### src/rtl/iob_regfile_streamer_pkg.sv
// rtl/iob_regfile_streamer_pkg.sv - shared state encoding and width helper for the register file streamer
package iob_regfile_streamer_pkg;

  // Sequencer states; encodings are fixed so debug dumps stay readable.
  typedef enum logic [1:0] {
    ST_IDLE  = 2'd0,
    ST_RUN   = 2'd1,
    ST_FLUSH = 2'd2
  } state_t;

  // Length and remaining-count registers need one extra bit so a full-file burst fits.
  function automatic int len_width(input int addr_w);
    return addr_w + 1;
  endfunction

endpackage

### src/rtl/iob_regfile_streamer_oreg.sv
// rtl/iob_regfile_streamer_oreg.sv - stream output register with load/hold/clear
module iob_regfile_streamer_oreg
  import iob_regfile_streamer_pkg::*;
#(
  parameter int DATA_W = 21
) (
  input  logic              clk_i,
  input  logic              arst_n_i,
  input  logic              load_i,
  input  logic              clear_i,
  input  logic [DATA_W-1:0] load_data_i,
  input  logic              load_last_i,
  output logic [DATA_W-1:0] data_o,
  output logic              valid_o,
  output logic              last_o
);

  // Clear beats load; with neither asserted the beat is held so a stalled consumer sees stable data.
  always_ff @(posedge clk_i or negedge arst_n_i) begin
    if (!arst_n_i) begin
      data_o  <= '0;
      valid_o <= 1'b0;
      last_o  <= 1'b0;
    end else if (clear_i) begin
      valid_o <= 1'b0;
      last_o  <= 1'b0;
    end else if (load_i) begin
      data_o  <= load_data_i;
      valid_o <= 1'b1;
      last_o  <= load_last_i;
    end
  end

endmodule

### src/rtl/iob_regfile_streamer.sv
// rtl/iob_regfile_streamer.sv - walks a register file address range and streams the words out
module iob_regfile_streamer
  import iob_regfile_streamer_pkg::*;
#(
  parameter int ADDR_W = 2,
  parameter int DATA_W = 21
) (
  input  logic                clk_i,
  input  logic                arst_n_i,
  input  logic                start_i,
  input  logic                abort_i,
  input  logic [ADDR_W-1:0]   start_addr_i,
  input  logic [ADDR_W:0]     len_i,
  output logic                busy_o,
  output logic                done_o,
  output logic [ADDR_W-1:0]   rf_addr_o,
  input  logic [DATA_W-1:0]   rf_r_data_i,
  output logic [DATA_W-1:0]   data_o,
  output logic                valid_o,
  output logic                last_o,
  input  logic                ready_i
);

  localparam int LEN_W = len_width(ADDR_W);

  state_t             state_q, state_d;
  logic [ADDR_W-1:0]  addr_q, addr_d;
  logic [LEN_W-1:0]   rem_q, rem_d;
  logic               done_q, done_d;
  logic               load, clear, load_last;
  logic               fetch, xfer;

  // A fetch refills the output register whenever it is empty or being drained this cycle.
  assign fetch     = (state_q == ST_RUN) && (!valid_o || ready_i);
  assign xfer      = valid_o && ready_i;
  assign load_last = (rem_q == LEN_W'(1));

  assign busy_o    = (state_q != ST_IDLE);
  assign done_o    = done_q;
  assign rf_addr_o = addr_q;

  // State, address and remaining-count registers.
  always_ff @(posedge clk_i or negedge arst_n_i) begin
    if (!arst_n_i) begin
      state_q <= ST_IDLE;
      addr_q  <= '0;
      rem_q   <= '0;
      done_q  <= 1'b0;
    end else begin
      state_q <= state_d;
      addr_q  <= addr_d;
      rem_q   <= rem_d;
      done_q  <= done_d;
    end
  end

  // Next-state and output-register control; abort overrides everything and suppresses done.
  always_comb begin
    state_d = state_q;
    addr_d  = addr_q;
    rem_d   = rem_q;
    done_d  = 1'b0;
    load    = 1'b0;
    clear   = 1'b0;
    if (abort_i) begin
      state_d = ST_IDLE;
      clear   = 1'b1;
    end else begin
      unique case (state_q)
        ST_IDLE: begin
          if (start_i) begin
            if (len_i == '0) begin
              done_d = 1'b1;
            end else begin
              state_d = ST_RUN;
              addr_d  = start_addr_i;
              rem_d   = len_i;
            end
          end
        end
        ST_RUN: begin
          if (fetch) begin
            load   = 1'b1;
            addr_d = addr_q + ADDR_W'(1);
            rem_d  = rem_q - LEN_W'(1);
            if (load_last) begin
              state_d = ST_FLUSH;
            end
          end
        end
        ST_FLUSH: begin
          if (xfer) begin
            clear   = 1'b1;
            done_d  = 1'b1;
            state_d = ST_IDLE;
          end
        end
        default: begin
          state_d = ST_IDLE;
          clear   = 1'b1;
        end
      endcase
    end
  end

  iob_regfile_streamer_oreg #(
    .DATA_W (DATA_W)
  ) u_oreg (
    .clk_i       (clk_i),
    .arst_n_i    (arst_n_i),
    .load_i      (load),
    .clear_i     (clear),
    .load_data_i (rf_r_data_i),
    .load_last_i (load_last),
    .data_o      (data_o),
    .valid_o     (valid_o),
    .last_o      (last_o)
  );

endmodule

### config.mk
export PLATFORM = sky130hd
export DESIGN_NAME = iob_regfile_streamer
export DESIGN_NICKNAME = d
export VERILOG_FILES = /design/src/rtl/iob_regfile_streamer_pkg.sv /design/src/rtl/iob_regfile_streamer_oreg.sv /design/src/rtl/iob_regfile_streamer.sv
export SDC_FILE = /design/constraint.sdc
export NUM_CORES = 1
export LEC_CHECK = 0
export CORE_UTILIZATION = 28
export CTS_CLUSTER_SIZE = 24
export DETAILED_ROUTE_END_ITERATION = 12
export HOLD_SLACK_MARGIN = 0.06
export PLACE_DENSITY = 0.65
export SYNTH_ARGS = -nofsm -noshare
export SYNTH_HDL_FRONTEND = slang
export SYNTH_SLANG_ARGS = --single-unit
### constraint.sdc
create_clock -name clk_i -period 3.1 [get_ports clk_i]
set_input_delay 0.62 -clock clk_i [delete_from_list [all_inputs] [get_ports clk_i]]
set_output_delay 0.62 -clock clk_i [all_outputs]
set_load 0.05 [all_outputs]
## Yosys cells after proc, flatten, opt, wreduce, memory -nomap -nowiden

Cells that the tools add are included.

| operators by class | value |
|---|---|
| $add $sub $neg | 2 |
| eq/ne operators | 11 |
| mux-type cells | 29 |
| bitwise operators | 2 |
| reductions and logical operators | 13 |

Operator list:

| kind | count |
|---|---|
| 2-bit 2-to-1 mux | 9 |
| 1-bit 2-to-1 mux | 12 |
| 3-bit inequality test (second input constant) | 4 |
| 5-bit AND reduction | 2 |
| 3-bit 2-to-1 mux | 3 |
| 2-bit inequality test (second input constant) | 3 |
| 2-bit case mux with 3 select lines | 1 |
| 3-bit case mux with 2 select lines | 1 |
| 2-bit nonzero test | 3 |
| 1-bit case mux with 2 select lines | 2 |
| 2-bit case mux with 2 select lines | 1 |
| 3-bit by 1-bit equality test with 1-bit output (second input constant) | 1 |
| 3-bit logical NOT | 1 |
| 3-bit by 2-bit inequality test with 1-bit output (second input constant) | 1 |
| 3-bit by 1-bit subtractor with 3-bit output (second input constant) | 1 |
| 2-bit by 1-bit adder with 2-bit output (second input constant) | 1 |
| 2-bit by 1-bit equality test with 1-bit output (second input constant) | 1 |
| 2-bit equality test (second input constant) | 1 |
| 1-bit logical AND | 2 |
| 2-bit logical NOT | 1 |
| 1-bit inverter | 2 |
| 2-bit AND reduction | 1 |
| 2-bit OR reduction | 1 |
| 1-bit logical NOT | 1 |
| 1-bit logical OR | 1 |

| word-level totals | value |
|---|---|
| bits in registers | 31 |
| input bits | 31 |
| output and inout bits | 27 |
| logic and storage cells | 64 |

## Depth between registers and ports, before layout

Gate-level depths: netlist of run 1.

| logic depth | value |
|---|---|
| word-level depth | 8 |
| mapped depth | 6 |
| depth with buffers taken out | 5 |

## Hierarchy

From an unflattened synthesis of run 1, not the netlist that was laid out.

| second synthesis, totals | value |
|---|---|
| cells, all modules | 106 |
| area, all modules | 1391.3 um^2 |

Modules (own cells, without submodules):

| module | times used | cells an instance | area each (um^2) | sequential area each (um^2) |
|---|---|---|---|---|
| iob_regfile_streamer_oreg | 1 | 51 | 880.8 | 575.6 |
| iob_regfile_streamer | 1 | 55 | 510.5 | 200.2 |

## Worst setup path before layout of run 1

Ideal clock, no wire load.

| path | value |
|---|---|
| path kind | register -> register |
| from | register u_oreg.valid_o |
| to | register u_oreg.data_o[10] |
| setup time | 125 ps |
| arrival time | 1498 ps |
| data required time | 2975 ps |
| slack | 1477 ps |
| cell stages (with the launch flop) | 5 |
| path buffers | 1 |
| period minus slack after synthesis | 1623 ps |
| cell sequence | dfrtp_1 nand2b_1 nand3_1 buf_2 mux2_2 |

| on the way | value |
|---|---|
| word-level cells in the longest chain between the ends | 7 |
| elaborated cells on any way between the ends | 12 |
| those cells by class | 6 x mux; 1 x bitwise; 5 x reduce/logical |

Ends and longest elaborated chain:

| what | RTL line | source |
|---|---|---|
| from (decl) | iob_regfile_streamer_oreg.sv:14 | `output logic valid_o,` |
| from (signal assigned) | iob_regfile_streamer_oreg.sv:22 | `valid_o <= 1'b0;` |
| from (signal assigned) | iob_regfile_streamer_oreg.sv:25 | `valid_o <= 1'b0;` |
| from (signal assigned) | iob_regfile_streamer_oreg.sv:29 | `valid_o <= 1'b1;` |
| 1-bit logical NOT | iob_regfile_streamer.sv:34 | `assign fetch = (state_q == ST_RUN) && (!valid_o \|\| ready_i);` |
| 1-bit logical OR | iob_regfile_streamer.sv:34 |  |
| 1-bit logical AND | iob_regfile_streamer.sv:34 |  |
| 1-bit 2-to-1 mux | iob_regfile_streamer.sv:82 | `if (fetch) begin` |
| 1-bit 2-to-1 mux | iob_regfile_streamer.sv:69 | `unique case (state_q)` |
| 1-bit 2-to-1 mux | iob_regfile_streamer.sv:65 | `if (abort_i) begin` |
| 2-bit AND reduction (no line) * | -- |  |
| to (signal assigned) | iob_regfile_streamer_oreg.sv:28 | `data_o <= load_data_i;` |
| to (decl) | iob_regfile_streamer_oreg.sv:13 | `output logic [DATA_W-1:0] data_o,` |

Every way passes the cells marked *; elsewhere a longest branch is shown, timed or not.
A chain may end at the register's enable or synchronous reset.

## Worst setup path in the final report of run 1

| path | value |
|---|---|
| from | register state_q[0] |
| to | output busy_o |

| on the way | value |
|---|---|
| word-level cells in the longest chain between the ends | 1 |

Ends and longest elaborated chain:

| what | RTL line | source |
|---|---|---|
| from (decl) | iob_regfile_streamer.sv:26 | `state_t state_q, state_d;` |
| from (signal assigned) | iob_regfile_streamer.sv:50 | `state_q <= state_d;` |
| 2-bit nonzero test | iob_regfile_streamer.sv:38 | `assign busy_o = (state_q != ST_IDLE);` |
| to (decl) | iob_regfile_streamer.sv:14 | `output logic busy_o,` |

Every way passes these cells.

==> results of run 1 <==
[cells by family (layout without fill, tap and decap cells)]
| group | after synthesis | count (layout) | share of synthesized area [%] |
|---|---|---|---|
| compound gates | 18 | 18 | 7.94 |
| fa+ha+maj | 2 | 2 | 1.80 |
| buf+inv | 7 | 69 | 2.89 |
| flops | 31 | 31 | 55.9 |
| mux | 22 | 22 | 17.9 |
| simple gates | 32 | 32 | 13.6 |
[flip-flops by register name (all words and copies together), names as in the netlist]
register        flops
u_oreg.data_o      21
rem_q               3
rf_addr_o           2
state_q             2
done_o              1
u_oreg.last_o       1
u_oreg.valid_o      1
[cell usage after synthesis (2+ instances only)]
| library cell | instances | area [um^2] |
|---|---|---|
| mux2_2 | 22 | 248 |
| a21oi_1 | 7 | 35.0 |
| o21ai_0 | 4 | 20.0 |
| nand2_1 | 4 | 15.0 |
| nand2b_1 | 5 | 31.3 |
| buf_2 | 2 | 10.0 |
| nor2_1 | 4 | 15.0 |
| dfrtp_1 | 31 | 776 |
| ha_1 | 2 | 25.0 |
| a31oi_1 | 2 | 12.5 |
| nand3b_1 | 3 | 22.5 |
| inv_1 | 2 | 7.51 |
| nor3_1 | 3 | 15.0 |
| nand3_1 | 5 | 25.0 |
[power groups by stage]
stage	Clock (W)	Combinational, W	Sequential [W]
finish	0.000408	0.000933	0.000617
detailed placement	0	0.000939	0.000625
CTS	0.000421	0.000942	0.000619
floorplan	0	0.000194	0.00103
global route	0.000443	0.000977	0.000633
global placement	0	0.000925	0.000616
[final timing paths]
path                                               from                      endpoint  slack (ps)
setup / recovery                 state_q[0]$_DFFE_PN0P_                        busy_o         640
hold / removal             u_oreg.data_o[5]$_DFFE_PN0P_  u_oreg.data_o[5]$_DFFE_PN0P_         510
setup reg to reg                 state_q[0]$_DFFE_PN0P_          rem_q[2]$_DFFE_PN0P_        1400
hold reg to reg            u_oreg.data_o[5]$_DFFE_PN0P_  u_oreg.data_o[5]$_DFFE_PN0P_         510
max in group asynchronous                      arst_n_i  u_oreg.data_o[3]$_DFFE_PN0P_        2080
min in group asynchronous                      arst_n_i     u_oreg.last_o$_DFFE_PN0P_         730
[stage by stage]
stage          setup slack (ps)  instances  util (%)
3_5_place_dp                901        233      42.6
6_report                    635        241      45.1
3_3_place_gp                956        233      42.6
4_1_cts                     624        241      45.1
2_1_floorplan              1480        112         -
5_1_grt                     553        241      45.1
[routing by layer]
| metal | global-route usage, % | up-vias | share of wire (%) |
|---|---|---|---|
| met3 | 5.56 | 0 | 7.7 |
| met1 | 15.1 | 512 | 42 |
| li1 | - | 519 | - |
| met5 | 0 | - | 0 |
| met2 | 21.4 | 42 | 50 |
| met4 | 3.92 | 0 | 0 |
[area by class of cell]
| cell class | count | area [um^2] | area share (%) |
|---|---|---|---|
| tap | 67 | 83.8 | 3.91 |
| clock inverter | 2 | 35.0 | 1.64 |
| multi-input combinational | 74 | 572 | 26.7 |
| timing repair buffer | 59 | 586 | 27.3 |
| sequential | 31 | 776 | 36.2 |
| inverter | 2 | 7.51 | 0.350 |
| clock buffer | 6 | 82.6 | 3.86 |
[cell usage in the layout, fill, tap and decap left out]
master,count
clkdlybuf4s50_1,57
dfrtp_1,31
mux2_2,22
a21oi_1,7
clkbuf_8,6
nand2b_1,5
nand3_1,5
nand2_1,4
nor2_1,4
o21ai_0,4
nor3_1,3
nand3b_1,3
inv_1,2
a31oi_1,2
ha_1,2
buf_4,2
or2_1,1
nor3_2,1
o211a_1,1
nand2b_4,1
and2_4,1
nor2b_1,1
nand4_1,1
o211ai_1,1
or2_2,1
nor3b_1,1
a22o_1,1
o2111ai_1,1
o21a_1,1
clkinv_2,1
bufinv_16,1
==> metrics.md, run 1 <==
| Metric | Value |
|---|---|
| Status | finished clean |
| Core area | 0.00475 mm^2 |
| Initial drt markers | 18 |
| Final Max Tran Viols | 0 |
| Critical path's largest stage delay | 800 ps |
| Antenna diode count | 0 |
| Area grow syn2layout | 54.4% |
| CTS tree | done |
| Die Footprint | 0.00524 mm^2 |
| Global-route wire length before repair | 5070 um |
| Drt drc | 0 |
| CTS Sinks | 31 |
| Hold Path Class | flop to flop |
| Clk pwr share | 20.8% |
| FMAX | 406 MHz |
| Crit Path Max Fanout | 14 |
| Final worst path period share | 79.5% |
| DP Area | 0.00202 mm^2 |
| Number of distinct library cells after synthesis | 30 |
| Total CTS buffers | 5 |
| CP bufs+invs | 1 |
| Dpl hpwl | 2300 um |
| Post-CTS Setup Bufs | 0 |
| Grt ovf | 0 |
| Worst-path clk slew | 60 ps |
| Setup TNS | 0 ps |
| Gate power share | 47.7% |
| Initial Utilization | 29.2% |
| CTS-repair resized insts | 0 |
| Clock root buffer | clkbuf_8 |
| WHS | 506 ps |
| Total number of vias | 1073 |
| Tot GR Track Use | 12.9% |
| Unrepaired setup endpoints after global routing | no |
| Final Wtd Congestion | 0.865 |
| Switching pwr | 0.000806 W |
| Critical Path End Type | primary output |
| Post-synth ARST share | 100% |
| Layout Nets | 206 |
| Final non-filler cell area | 0.00214 mm^2 |
| Post-DRT Antenna Nets | 0 |
| CP max stage cell | clkdlybuf4s50_1 |
| Largest net degree at the start of global routing | 32 |
| Clock skew | 2.78 ps |
| Relative slew slack | 56.8% |
| WP data arrival | 1840 ps |
| Fin. Hold Viols | 0 |
| Maximum VDD drop | 0.000304 V |
| Hold buffers post-CTS | 0 |
| 1st-pass router iterations | 4 |
| Power, Total | 0.00196 W |
| Die Wd | 72.4 um |
| Vias in the first global route | 1115 |
| Vias/cell | 4.45 |
| Sequential power share | 31.5% |
| Seq cells post-synth | 31 |
| CTS max path bufs | 2 |
| Share of layout cells above drive strength 1 | 20.7% |
| Sequential area share after synthesis | 55.9% |
| Critical-path cell list | or2_1 -> clkdlybuf4s50_1 |
| Final setup violation count | 0 |
| # H-tree levels | 2 |
| Syn nets | 145 |
| Buffers on Ports | 57 |
| Element type at the critical path start | flop |
| Power Internal | 0.00115 W |
| Initial antenna violation count | 0 |
| Max cap viols | 0 |
| Drt total wl | 3160 um |
| Mapped cell area | 0.00139 mm^2 |
| Yosys warning total | 0 |
| Power Density | 914 mW/mm^2 |
| R2R depth | 4 |
| I/O pin cnt | 58 |
| Required time worst endpoint | 2480 ps |
| Least-Margin Pin Slew | 647 ps |
| Worst skew pair latency | 280 ps |
| Fill count | 463 |
| Row cnt | 25 |
| Dominant delay contributor by cell family on the critical path | buffers and inverters |
| Worst hold stages | 1 |
| Synth Instances | 112 |
| Leak | 0.874 nW |
| Routed len/inst | 13.1 um |
| Post-synth EDFFs | 0 |
| Worst path depth | 2 |
| Mapped Avg Cell Area | 12.4 um^2 |
| Post-synth top flop | dfrtp_1 |
| Min Clock Period, post-route | 2460 ps |
| Die Ht | 72.4 um |
| Net switching fraction of the power | 41.2% |
| Critical path class | flop to primary output |
Note: power is estimated with default switching activity, not from simulation.
==> run 2: changes to the inputs <==
Settings changed: PLACE_DENSITY 0.65 to 0.68.
Clock period 3.1 ns to 2.1 ns, I/O delays scaled along.
==> metrics.md, run 2 (same netlist as run 1, synthesis figures left out) <==
| Metric | Value |
|---|---|
| Status | finished clean |
| Fill count | 454 (-1.9%) |
| Unrepaired setup endpoints after global routing | no |
| Final Wtd Congestion | 0.769 (-11%) |
| Met1 wire length | 1470 um (+9.7%) |
| Power, Total | 0.00276 W (+41%) |
| Maximum VDD drop | 0.000434 V (+43%) |
| Die Wd | 72.4 um (unchanged) |
| Top Registers | u_oreg.data_o: 21 flops, rem_q: 3 flops |
| FMAX | 504 MHz |
| CTS max path bufs | 2 (unchanged) |
| Drt drc | 0 (unchanged) |
| Dpl hpwl | 2170 um (-5.9%) |
| Worst skew pair latency | 280 ps (about the same) |
| WP data arrival | 1560 ps (-280 ps) |
| Largest net degree at the start of global routing | 32 (unchanged) |
| Initial antenna violation count | 0 (unchanged) |
| CTS tree | done |
| Post-CTS Setup Bufs | 0 (unchanged) |
| R2R Path Start | state_q[0]$_DFFE_PN0P_ |
| Final setup violation count | 0 (unchanged) |
| Drt total wl | 3080 um (-2.6%) |
| # H-tree levels | 2 (unchanged) |
| Final worst path period share | 94.5% |
| Hold worst-path end | u_oreg.data_o[14]$_DFFE_PN0P_ |
| Die Footprint | 0.00524 mm^2 (unchanged) |
| Tot GR Track Use | 12.7% (-0.18 points) |
| Critical path's largest stage delay | 840 ps (+40 ps) |
| Initial drt markers | 52 (+34) |
| Hold Startpoint | u_oreg.data_o[14]$_DFFE_PN0P_ |
| Worst-path clk slew | 60 ps (about the same) |
| Vias in the first global route | 1049 (-5.9%) |
| CP max stage cell | clkdlybuf4s50_1 |
| Critical-path cell list | clkdlybuf4s50_1 |
| Top routing layer in use | met4 |
| Critical Path End Type | primary output |
| Core area | 0.00475 mm^2 (unchanged) |
| CTS Sinks | 31 (unchanged) |
| Commonest non-fill, non-tap cells in the layout | clkdlybuf4s50_1, dfrtp_1, mux2_2 |
| Grt ovf | 0 (unchanged) |
| 1st-pass router iterations | 4 (unchanged) |
| Required time worst endpoint | 1680 ps (-800 ps) |
| Leak | 0.872 nW (-0.20%) |
| Dominant delay contributor by cell family on the critical path | buffers and inverters |
| Reg-to-reg setup timing slack | 460 ps (-940 ps) |
| Buffers on Ports | 57 (unchanged) |
| Hold buffers post-CTS | 0 (unchanged) |
| Final Max Tran Viols | 0 (unchanged) |
| Global-route wire length before repair | 5020 um (-1.1%) |
| Setup TNS | 0 ps (unchanged) |
| Worst hold stages | 1 (unchanged) |
| Commonest non-fill, non-tap cell in the layout | clkdlybuf4s50_1 |
| Hold Path Class | flop to flop |
| CP bufs+invs | 1 (unchanged) |
| Vias/cell | 4.47 (+0.37%) |
| Routed len/inst | 12.8 um (-2.6%) |
| RR Endpoint | rem_q[2]$_DFFE_PN0P_ |
| Total CTS buffers | 5 (unchanged) |
| Min Clock Period, post-route | 1980 ps |
| Power Density | 1290 mW/mm^2 (+42%) |
| I/O pin cnt | 58 (unchanged) |
| R2R depth | 4 (unchanged) |
| Max cap viols | 0 (unchanged) |
| Die Ht | 72.4 um (unchanged) |
| Initial Utilization | 29.2% (unchanged) |
| Antenna diode count | 0 (unchanged) |
| CTS-repair resized insts | 0 (unchanged) |
| Row cnt | 25 (unchanged) |
| Critical path class | flop to primary output |
| Routed length on met3 | 364 um (+50%) |
| Met2 routed WL | 1200 um (-24%) |
| Crit Path Max Fanout | 7 (-7) |
| Relative slew slack | 58.5% (+1.7 points) |
| Post-DRT Antenna Nets | 0 (unchanged) |
| Setup Slack @ Placement | 228 ps (-673 ps) |
| Slack of the critical path | 116 ps (-519 ps) |
| Layout Nets | 207 (+0.49%) |
| Element type at the critical path start | flop |
| Area grow syn2layout | 53.5% |
| Total number of vias | 1077 (+0.37%) |
| Least-Margin Pin Slew | 622 ps (-25.3 ps) |
| Clock skew | 1.50 ps (-1.28 ps) |
| Clock root buffer | clkbuf_8 |
| Fin. Hold Viols | 0 (unchanged) |
| Max FFs per register | 21 (unchanged) |
| Largest reg by FF count | u_oreg.data_o |
| Share of layout cells above drive strength 1 | 21.3% (+0.57 points) |
-- run 2: report_power, final --
| group | switching (W) | internal [W] |
|---|---|---|
| logic | 0.000853 | 0.000529 |
| clock network | 0.000214 | 0.000257 |
| registers | 0.000112 | 0.000792 |
-- run 2: worst max-delay path by stage --
| stage | startpoint | to | slack [ps] | cells past startpoint |
|---|---|---|---|---|
| floorplan | u_oreg.valid_o$_DFFE_PN0P_ | u_oreg.data_o[10]$_DFFE_PN0P_ | 480 | 4 |
| global placement | ready_i | u_oreg.data_o[3]$_DFFE_PN0P_ | 250 | 5 |
| detailed placement | ready_i | u_oreg.data_o[19]$_DFFE_PN0P_ | 230 | 5 |
| CTS | u_oreg.valid_o$_DFFE_PN0P_ | valid_o | 100 | 1 |
| global route | u_oreg.valid_o$_DFFE_PN0P_ | valid_o | 60 | 1 |
| finish | u_oreg.valid_o$_DFFE_PN0P_ | valid_o | 120 | 1 |
-- run 2: final cells by class --
class / instances / area, um^2 / share of cell area (%)
Tap cell: 67 / 83.8 / 3.94
Inverter: 2 / 7.51 / 0.353
Timing Repair Buffer: 60 / 603 / 28.3
Clock inverter: 1 / 5.00 / 0.235
Multi-Input combinational cell: 74 / 572 / 26.9
Sequential cell: 31 / 776 / 36.4
Clock buffer: 6 / 82.6 / 3.88
-- run 2: per-stage QoR --
step | instance area, um^2 | utilization, % | hold WS, ps | cells
final | 2130 | 44.8 | 505 | 241
after global routing | 2130 | 44.8 | 515 | 241
after CTS | 2130 | 44.8 | 507 | 241
after detailed placement | 2040 | 42.9 | 493 | 234
after global placement | 2040 | 42.9 | 486 | 234
after floorplan | 1390 | - | 124 | 112
-- run 2: layer usage --
metal  vias up  global-route usage, %
met3         7                   4.86
met2        62                   18.8
met1       490                   16.7
li1        518                      -
met4         0                   5.23
met5         -                      0
